==> src/rtl/fft_cfg_pkg.sv <==
// Shared configuration types and the point-size to stage-control mapping
// for the runtime-configurable SDF FFT input stage.
package fft_cfg_pkg;

  localparam int LOG2_NMIN = 5;
  localparam int LOG2_NMAX = 10;
  localparam int NUM_STAGE = (LOG2_NMAX + 1) / 2;
  localparam int NUM_ENTRY = (LOG2_NMAX - LOG2_NMIN) / 2 + 1;
  localparam int ENTRY_W   = (NUM_ENTRY > 1) ? $clog2(NUM_ENTRY) : 1;
  localparam int LML_W     = NUM_STAGE * 4;

  typedef enum logic [1:0] {
    IDLE     = 2'd0,
    RUN      = 2'd1,
    RECONFIG = 2'd2
  } fe_state_t;

  // Everything the pipeline needs to know about one point size.
  typedef struct packed {
    logic [ENTRY_W-1:0]   entry;
    logic [LOG2_NMAX-1:0] cnt_max;
    logic [2:0]           tw_addr_shift;
    logic [LML_W-1:0]     logn_minus_logm;
  } mode_cfg_t;

  function automatic logic log2n_legal(input logic [3:0] l);
    return (int'(l) >= LOG2_NMIN) && (int'(l) <= LOG2_NMAX);
  endfunction

  // Entry stage e skips the first e radix-2^2 stages. Stages from the entry
  // onward see log2N-log2M growing by 2 per stage. When LOG2_NMAX-L is odd the
  // final stage degenerates to a radix-2 butterfly whose field is forced to 0.
  function automatic mode_cfg_t mode_to_cfg(input logic [3:0] l);
    mode_cfg_t c;
    int diff;
    int e;
    diff = LOG2_NMAX - int'(l);
    e    = diff / 2;
    c.entry           = ENTRY_W'(e);
    c.cnt_max         = LOG2_NMAX'((32'd1 << l) - 32'd1);
    c.tw_addr_shift   = 3'(diff);
    c.logn_minus_logm = '0;
    for (int k = 0; k < NUM_STAGE; k++) begin
      if ((k >= e) && !(diff[0] && (k == NUM_STAGE - 1))) begin
        c.logn_minus_logm[k*4 +: 4] = 4'(2 * (k - e));
      end
    end
    return c;
  endfunction

endpackage

==> src/rtl/fft_mode_decode.sv <==
// Combinational point-size decoder: log2(N) -> per-size control record.
// The caller registers the result.
module fft_mode_decode
  import fft_cfg_pkg::*;
(
  input  logic [3:0] log2n,
  output mode_cfg_t  cfg,
  output logic       legal
);

  // Table lookup of entry stage, counter limit, twiddle shift and stage fields.
  always_comb begin
    cfg   = mode_to_cfg(log2n);
    legal = log2n_legal(log2n);
  end

endmodule

==> src/rtl/fft_input_frontend.sv <==
// Input stage of the runtime-configurable SDF FFT: routes each accepted
// sample to the entry stage for the active point size, tracks frame
// position, and applies requested size changes only between frames.
module fft_input_frontend #(
  parameter int WIDTH         = 16,
  parameter int LOG2_NMIN     = 5,
  parameter int LOG2_NMAX     = 10,
  parameter int DEFAULT_LOG2N = 8
) (
  input  logic                                          clock,
  input  logic                                          reset,
  input  logic [3:0]                                    cfg_log2n,
  input  logic                                          cfg_valid,
  input  logic                                          in_valid,
  input  logic [WIDTH-1:0]                              in_re,
  input  logic [WIDTH-1:0]                              in_im,
  output logic                                          in_ready,
  output logic [(LOG2_NMAX-LOG2_NMIN)/2:0]              out_en,
  output logic [((LOG2_NMAX-LOG2_NMIN)/2+1)*WIDTH-1:0]  out_re,
  output logic [((LOG2_NMAX-LOG2_NMIN)/2+1)*WIDTH-1:0]  out_im,
  output logic                                          out_sop,
  output logic                                          out_eop,
  output logic [LOG2_NMAX-1:0]                          out_idx,
  output logic [LOG2_NMAX-1:0]                          cnt_max,
  output logic [3:0]                                    log2n_do,
  output logic [2:0]                                    tw_addr_shift,
  output logic [((LOG2_NMAX+1)/2)*4-1:0]                logn_minus_logm,
  output logic                                          busy,
  output logic                                          cfg_err
);

  import fft_cfg_pkg::*;

  localparam int NUM_ENTRY = (LOG2_NMAX - LOG2_NMIN) / 2 + 1;
  localparam logic [3:0] DEFAULT_L = 4'(DEFAULT_LOG2N);
  localparam mode_cfg_t  DEFAULT_CFG = mode_to_cfg(DEFAULT_L);

  fe_state_t                  state_q, state_d;
  logic [3:0]                 active_q, active_d;
  logic [3:0]                 pending_q, pending_d;
  logic                       pend_flag_q, pend_flag_d;
  logic [LOG2_NMAX-1:0]       cnt_q, cnt_d;
  mode_cfg_t                  cfg_q, cfg_d;
  logic [NUM_ENTRY-1:0]       out_en_q, out_en_d;
  logic [NUM_ENTRY*WIDTH-1:0] out_re_q, out_re_d;
  logic [NUM_ENTRY*WIDTH-1:0] out_im_q, out_im_d;
  logic                       out_sop_q, out_sop_d;
  logic                       out_eop_q, out_eop_d;
  logic [LOG2_NMAX-1:0]       out_idx_q, out_idx_d;
  logic                       cfg_err_q, cfg_err_d;

  logic ready_int;
  logic accept;
  logic req_legal;
  logic req_take;
  logic active_legal_unused;
  mode_cfg_t req_cfg_unused;

  // An IDLE cycle with a request already pending goes straight to RECONFIG,
  // so it must not take a sample that would otherwise be dropped.
  assign ready_int = (state_q == RUN) || ((state_q == IDLE) && !pend_flag_q);
  assign accept    = in_valid && ready_int;
  assign req_take  = cfg_valid && req_legal;

  // Decoder for the next active size; its record is registered alongside
  // active_q so the config outputs move in the cycle after RECONFIG.
  fft_mode_decode u_active_decode (
    .log2n (active_d),
    .cfg   (cfg_d),
    .legal (active_legal_unused)
  );

  // Decoder used only to validate incoming requests.
  fft_mode_decode u_req_decode (
    .log2n (cfg_log2n),
    .cfg   (req_cfg_unused),
    .legal (req_legal)
  );

  // Frame FSM: next state, sample counter and frame markers.
  always_comb begin
    state_d   = state_q;
    cnt_d     = cnt_q;
    out_sop_d = 1'b0;
    out_eop_d = 1'b0;
    out_idx_d = '0;
    case (state_q)
      IDLE: begin
        if (pend_flag_q) begin
          state_d = RECONFIG;
        end else if (accept) begin
          state_d   = RUN;
          cnt_d     = LOG2_NMAX'(1);
          out_sop_d = 1'b1;
          out_idx_d = '0;
        end
      end
      RUN: begin
        if (accept) begin
          out_idx_d = cnt_q;
          if (cnt_q == cfg_q.cnt_max) begin
            out_eop_d = 1'b1;
            cnt_d     = '0;
            state_d   = (pend_flag_q || req_take) ? RECONFIG : IDLE;
          end else begin
            cnt_d = cnt_q + 1'b1;
          end
        end
      end
      RECONFIG: begin
        state_d = IDLE;
      end
      default: begin
        state_d = IDLE;
        cnt_d   = '0;
      end
    endcase
  end

  // Request capture and deferred application of the pending size. A request
  // arriving during RECONFIG stays pending for the next boundary.
  always_comb begin
    pending_d   = pending_q;
    pend_flag_d = pend_flag_q;
    active_d    = active_q;
    cfg_err_d   = cfg_valid && !req_legal;
    if (state_q == RECONFIG) begin
      active_d    = pending_q;
      pend_flag_d = 1'b0;
    end
    if (req_take) begin
      pending_d   = cfg_log2n;
      pend_flag_d = 1'b1;
    end
  end

  // Per-lane steering: only the active entry lane carries the accepted sample.
  for (genvar gi = 0; gi < NUM_ENTRY; gi++) begin : g_lane
    logic lane_hit;
    assign lane_hit                      = accept && (cfg_q.entry == ENTRY_W'(gi));
    assign out_en_d[gi]                  = lane_hit;
    assign out_re_d[gi*WIDTH +: WIDTH]   = lane_hit ? in_re : '0;
    assign out_im_d[gi*WIDTH +: WIDTH]   = lane_hit ? in_im : '0;
  end

  // Control and configuration registers.
  always_ff @(posedge clock) begin
    if (reset) begin
      state_q     <= IDLE;
      active_q    <= DEFAULT_L;
      pending_q   <= DEFAULT_L;
      pend_flag_q <= 1'b0;
      cnt_q       <= '0;
      cfg_q       <= DEFAULT_CFG;
      cfg_err_q   <= 1'b0;
    end else begin
      state_q     <= state_d;
      active_q    <= active_d;
      pending_q   <= pending_d;
      pend_flag_q <= pend_flag_d;
      cnt_q       <= cnt_d;
      cfg_q       <= cfg_d;
      cfg_err_q   <= cfg_err_d;
    end
  end

  // Output datapath registers (one cycle of latency).
  always_ff @(posedge clock) begin
    if (reset) begin
      out_en_q  <= '0;
      out_re_q  <= '0;
      out_im_q  <= '0;
      out_sop_q <= 1'b0;
      out_eop_q <= 1'b0;
      out_idx_q <= '0;
    end else begin
      out_en_q  <= out_en_d;
      out_re_q  <= out_re_d;
      out_im_q  <= out_im_d;
      out_sop_q <= out_sop_d;
      out_eop_q <= out_eop_d;
      out_idx_q <= out_idx_d;
    end
  end

  assign in_ready        = ready_int;
  assign out_en          = out_en_q;
  assign out_re          = out_re_q;
  assign out_im          = out_im_q;
  assign out_sop         = out_sop_q;
  assign out_eop         = out_eop_q;
  assign out_idx         = out_idx_q;
  assign cnt_max         = cfg_q.cnt_max;
  assign log2n_do        = active_q;
  assign tw_addr_shift   = cfg_q.tw_addr_shift;
  assign logn_minus_logm = cfg_q.logn_minus_logm;
  assign busy            = (state_q == RUN);
  assign cfg_err         = cfg_err_q;

endmodule

==> config.mk <==
export PLATFORM = sky130hd
export DESIGN_NAME = fft_input_frontend
export DESIGN_NICKNAME = d
export VERILOG_FILES = /design/src/rtl/fft_cfg_pkg.sv /design/src/rtl/fft_mode_decode.sv /design/src/rtl/fft_input_frontend.sv
export SDC_FILE = /design/constraint.sdc
export NUM_CORES = 1
export LEC_CHECK = 0
export ABC_AREA = 1
export CORE_ASPECT_RATIO = 0.6
export CORE_MARGIN = 4
export CORE_UTILIZATION = 40
export DETAILED_ROUTE_END_ITERATION = 8
export DONT_BUFFER_PORTS = 1
export PLACE_DENSITY_LB_ADDON = 0.3
export SETUP_SLACK_MARGIN = 0.05
export SLEW_MARGIN = 20
export SYNTH_ARGS = -nofsm -noshare
export SYNTH_HDL_FRONTEND = slang
export SYNTH_HIERARCHICAL = 1
export SYNTH_SLANG_ARGS = --single-unit
==> constraint.sdc <==
create_clock -name clock -period 4.1 [get_ports clock]
set_input_delay 1.025 -clock clock [delete_from_list [all_inputs] [get_ports clock]]
set_output_delay 1.025 -clock clock [all_outputs]
set_load 0.005 [all_outputs]
Word level (Yosys, flattened, before mapping) --
Index checks and enable logic that the tools add are counted.
Operators by class: add/subtract/negate cells 9, order comparisons 7, eq/ne operators 10, shifts and indexed selects 1, mux-type cells 19, bitwise logic cells 13, reduce and logical (&&, ||, !) cells 29
Operator list (count):
- $ge A3 B32 Y1 const A | 2
- $mux W10 | 4
- $add A32 B1 Y32 | 1
- $ge A1 B32 Y1 const A | 1
- $ge A2 B32 Y1 const A | 1
- $ge A4 B32 Y1 const A | 1
- $pmux W10 S3 | 1
- $reduce_or A2 Y1 | 8
- $mux W2 | 6
- $not A1 Y1 | 12
- $add A10 B1 Y10 const B | 1
- $eq A10 B10 Y1 | 1
- $shl A1 B4 Y10 const A | 1
- $sub A10 B1 Y10 const B | 1
- $logic_and A1 B1 Y1 | 9
- $sub A3 B3 Y3 const A | 3
- $mux W3 | 2
- $reduce_or A3 Y1 | 2
- $sub A4 B4 Y5 const A | 1
- $eq A2 B1 Y1 const B | 2
- $eq A2 B2 Y1 const B | 2
- $ge A4 B3 Y1 const B | 1
- $le A4 B4 Y1 const B | 1
- $logic_not A2 Y1 | 2
- other kinds (14) | 22
Storage, ports and cells: register bits 168, input port bits 40, output and inout bits 151, word-level logic and storage cells 113

Logic depth before layout (Yosys ltp) --
depth in word-level cells 9, mapped depth 18

Modules after synthesis --
The synthesis kept the hierarchy.
By module, submodules not included:
- fft_input_frontend | instances 1, cells an instance 574, area an instance 5230.0 um2
- fft_mode_decode | instances 2, cells an instance 132, area an instance 873.3 um2

Worst setup path before layout --
Ideal clock, no wire load.
kind reg2reg, start point register state_q[1], end point register cfg_q, in the netlist logn_minus_logm[17], library setup time 0.123 ns, data arrival time 2.758 ns, required time 3.977 ns, slack 1.219 ns, stages on the path, launching flop included 16, path buffers 0, clock period less this slack 2.881 ns, cell sequence dfxtp_1 nand2_1 o21ai_0 inv_1 ha_1 nor2_1 nor3_1 ha_1 ha_1 inv_1 ha_1 nor2_1 nand3_2 nand2_2 nor2_1 or2_2
RTL lines:
- start, declared | line fft_input_frontend.sv:38 | fe_state_t state_q, state_d;
- start signal, assigned | line fft_input_frontend.sv:157 | state_q <= state_d;
- end signal, assigned | line fft_input_frontend.sv:162 | cfg_q <= cfg_d;
- end, declared | line fft_input_frontend.sv:43 | mode_cfg_t cfg_q, cfg_d;

==> reports/results.ini <==
[routing]
firstDrtPassIters=6
ant_nets=0
drt_iter0_markers=179
viasPerCell=4.44
drc=0
wl_per_cell_microns=14.8
routed_wl_microns=13300
via_count=3990

[hold_path]
hold_path_end=out_en[0]$_SDFF_PP0_
hold_class=flop to flop
hp-start=cfg_q[34]$_SDFF_PP0_
hold_depth=1

[layout]
drive_above_1_share_pct=13.5
layout.nets=738
diodes=0
final_core_util_pct=43.3
final_area_sq_um=6640
nFillCells=1542
syn2layout_area_growth_pct=6.48

[floorplan]
rows=35
dieArea_sq_um=17700
design.core.area_sq_um=15300
die_w_microns=169
start_util_pct=40.7
die_h_microns=105
io_pins=191

[power]
p_clk_share_pct=42.4
p_sw_share_pct=26.4
power_density_nw_per_um2=554
power_leakage_nw=3.10
ir_worst_vdd_v=0.000232
total_power_w=0.00368
seqPwrFrac_pct=48.0
p_int_w=0.00270
pwr-share-comb_pct=9.6
power_switching_w=0.000971

[sta]
rsz0062_at_grt=no
maxSlewViolCount=0
fmax_mhz=303
setup_viol=0
fin_crit_sh_pct=80.4
tightest_slew_ns=0.688
skew_ns=0.0144
period_needed_ns=3.30
hold_viol=0
setup-tns-final_ns=0
slew_headroom_pct=54.1

[clock_tree]
numCtsBuffers=17
htreeDepth=4
clk_path_buf_depth=2
cts.clk_slew.worst_paths_ns=0.06
worstSkewPairLatency_ns=0.41
root_buffer=clkbuf_16
cts_resized=0
cts_tree=done
cts_sinks=168
holdBufCountCts=0
post_cts_buffers=0

[place]
placed_cell_area_sq_um=6060
dp_hpwl_microns=9810
gp_congestion=0.836
port_buffers=0

[global_routing]
grt_pass1_wl_microns=21000
grt_pass1_vias=3897
antenna_found_initial=0
grt_overflow=0
grt_start_max_net_pins=45
track_usage_pct=15.0

[synth]
syn_area_sq_um=6230
synth_area_per_cell_sq_um=8.68
synth_warnings=6
syn_inst=718

[worst_setup_path]
criticalPathCategory=flop to flop
regToRegSetupSlack_ns=0.80
cp_max_fo=8
arrival_ns=3.59
r2r_end=logn_minus_logm[17]$_SDFF_PP1_
endpoint_kind=flop
startpoint_type=flop
worstRegToRegCells=15
r2r-start=state_q[1]$_SDFFE_PP0P_
crit_required_ns=4.39

[status]
outcome=finished, final reports clean

[run]
maxCapViolations=0

-- critical path, stage by stage (launching register included) --
cell and delay (ns):
dfxtp_1 0.47, nand2_1 0.22, o21ai_0 0.27, inv_1 0.16, ha_1 0.26, nor2_1 0.12, nor3_1 0.06, ha_1 0.20
ha_1 0.36, inv_1 0.11, ha_1 0.24, nor2_1 0.20, nand3_2 0.10, nand2_2 0.09, nor2_1 0.04, or2_2 0.26
-- metal layers --
| layer | GRT usage [%] | up-vias | routed length (microns) |
|---|---|---|---|
| met5 | 0 | - | 0 |
| met2 | 23.0 | 111 | 5950 |
| li1 | - | 2021 | - |
| met4 | 4.48 | 0 | 133 |
| met1 | 19.5 | 1850 | 6240 |
| met3 | 5.97 | 8 | 973 |
-- stage by stage --
step           setup slack (ns)  cells  hold WS, ns
6_report                  0.804    899        0.445
5_1_grt                   0.444    899        0.491
4_1_cts                   0.778    899        0.453
3_5_place_dp              0.784    867        0.447
3_3_place_gp               1.01    867        0.438
2_1_floorplan              1.22    722        0.421
-- power groups by stage --
stage | registers (W) | logic [W] | clock network (W)
after floorplan | 0.00177 | 0.000366 | 0
after global placement | 0.00181 | 0.000342 | 0
after detailed placement | 0.00180 | 0.000354 | 0
after CTS | 0.00177 | 0.000356 | 0.00161
after global routing | 0.00177 | 0.000409 | 0.00168
final | 0.00177 | 0.000353 | 0.00156
-- state kept, by name (all words and copies together) (netlist names), 4 cells and up --
| register | cells |
|---|---|
| out_idx | 10 |
| cnt_max | 10 |
| out_im | 48 |
| logn_minus_logm | 20 |
| pending_q | 4 |
| out_re | 48 |
| log2n_do | 4 |
| cnt_q | 10 |
-- layout by cell type (no fill, tap or decap), types with 7 or more instances in the layout --
master and instances:
inv_1 104, nand3_1 19, inv_2 7, clkbuf_16 17
nand2_2 8, or2_2 17, dfxtp_1 168, nand2_4 8
o21ai_0 13, a21oi_1 8, ha_1 15, nor2_1 169
nand2_1 72
-- area by class of cell --
class                           count  area [sq um]  share of cell area, %
Inverter                          115           464                   6.99
Tap cell                          203           254                   3.83
Sequential cell                   168          3360                   50.7
Timing Repair Buffer                1          7.51                  0.113
Clock buffer                       19           443                   6.67
Multi-Input combinational cell    380          1970                   29.7
Clock inverter                     13           135                   2.04
-- worst max-delay path by stage --
stage | from | to | depth (start not counted)
floorplan | state_q[1]$_SDFFE_PP0P_ | logn_minus_logm[17]$_SDFF_PP1_ | 15
global placement | state_q[1]$_SDFFE_PP0P_ | logn_minus_logm[17]$_SDFF_PP1_ | 15
CTS | state_q[1]$_SDFFE_PP0P_ | logn_minus_logm[17]$_SDFF_PP1_ | 15
finish | state_q[1]$_SDFFE_PP0P_ | logn_minus_logm[17]$_SDFF_PP1_ | 15
detailed placement | state_q[1]$_SDFFE_PP0P_ | logn_minus_logm[17]$_SDFF_PP1_ | 16
global route | state_q[1]$_SDFFE_PP0P_ | logn_minus_logm[17]$_SDFF_PP1_ | 15
Power figures use the tool's default switching activity.
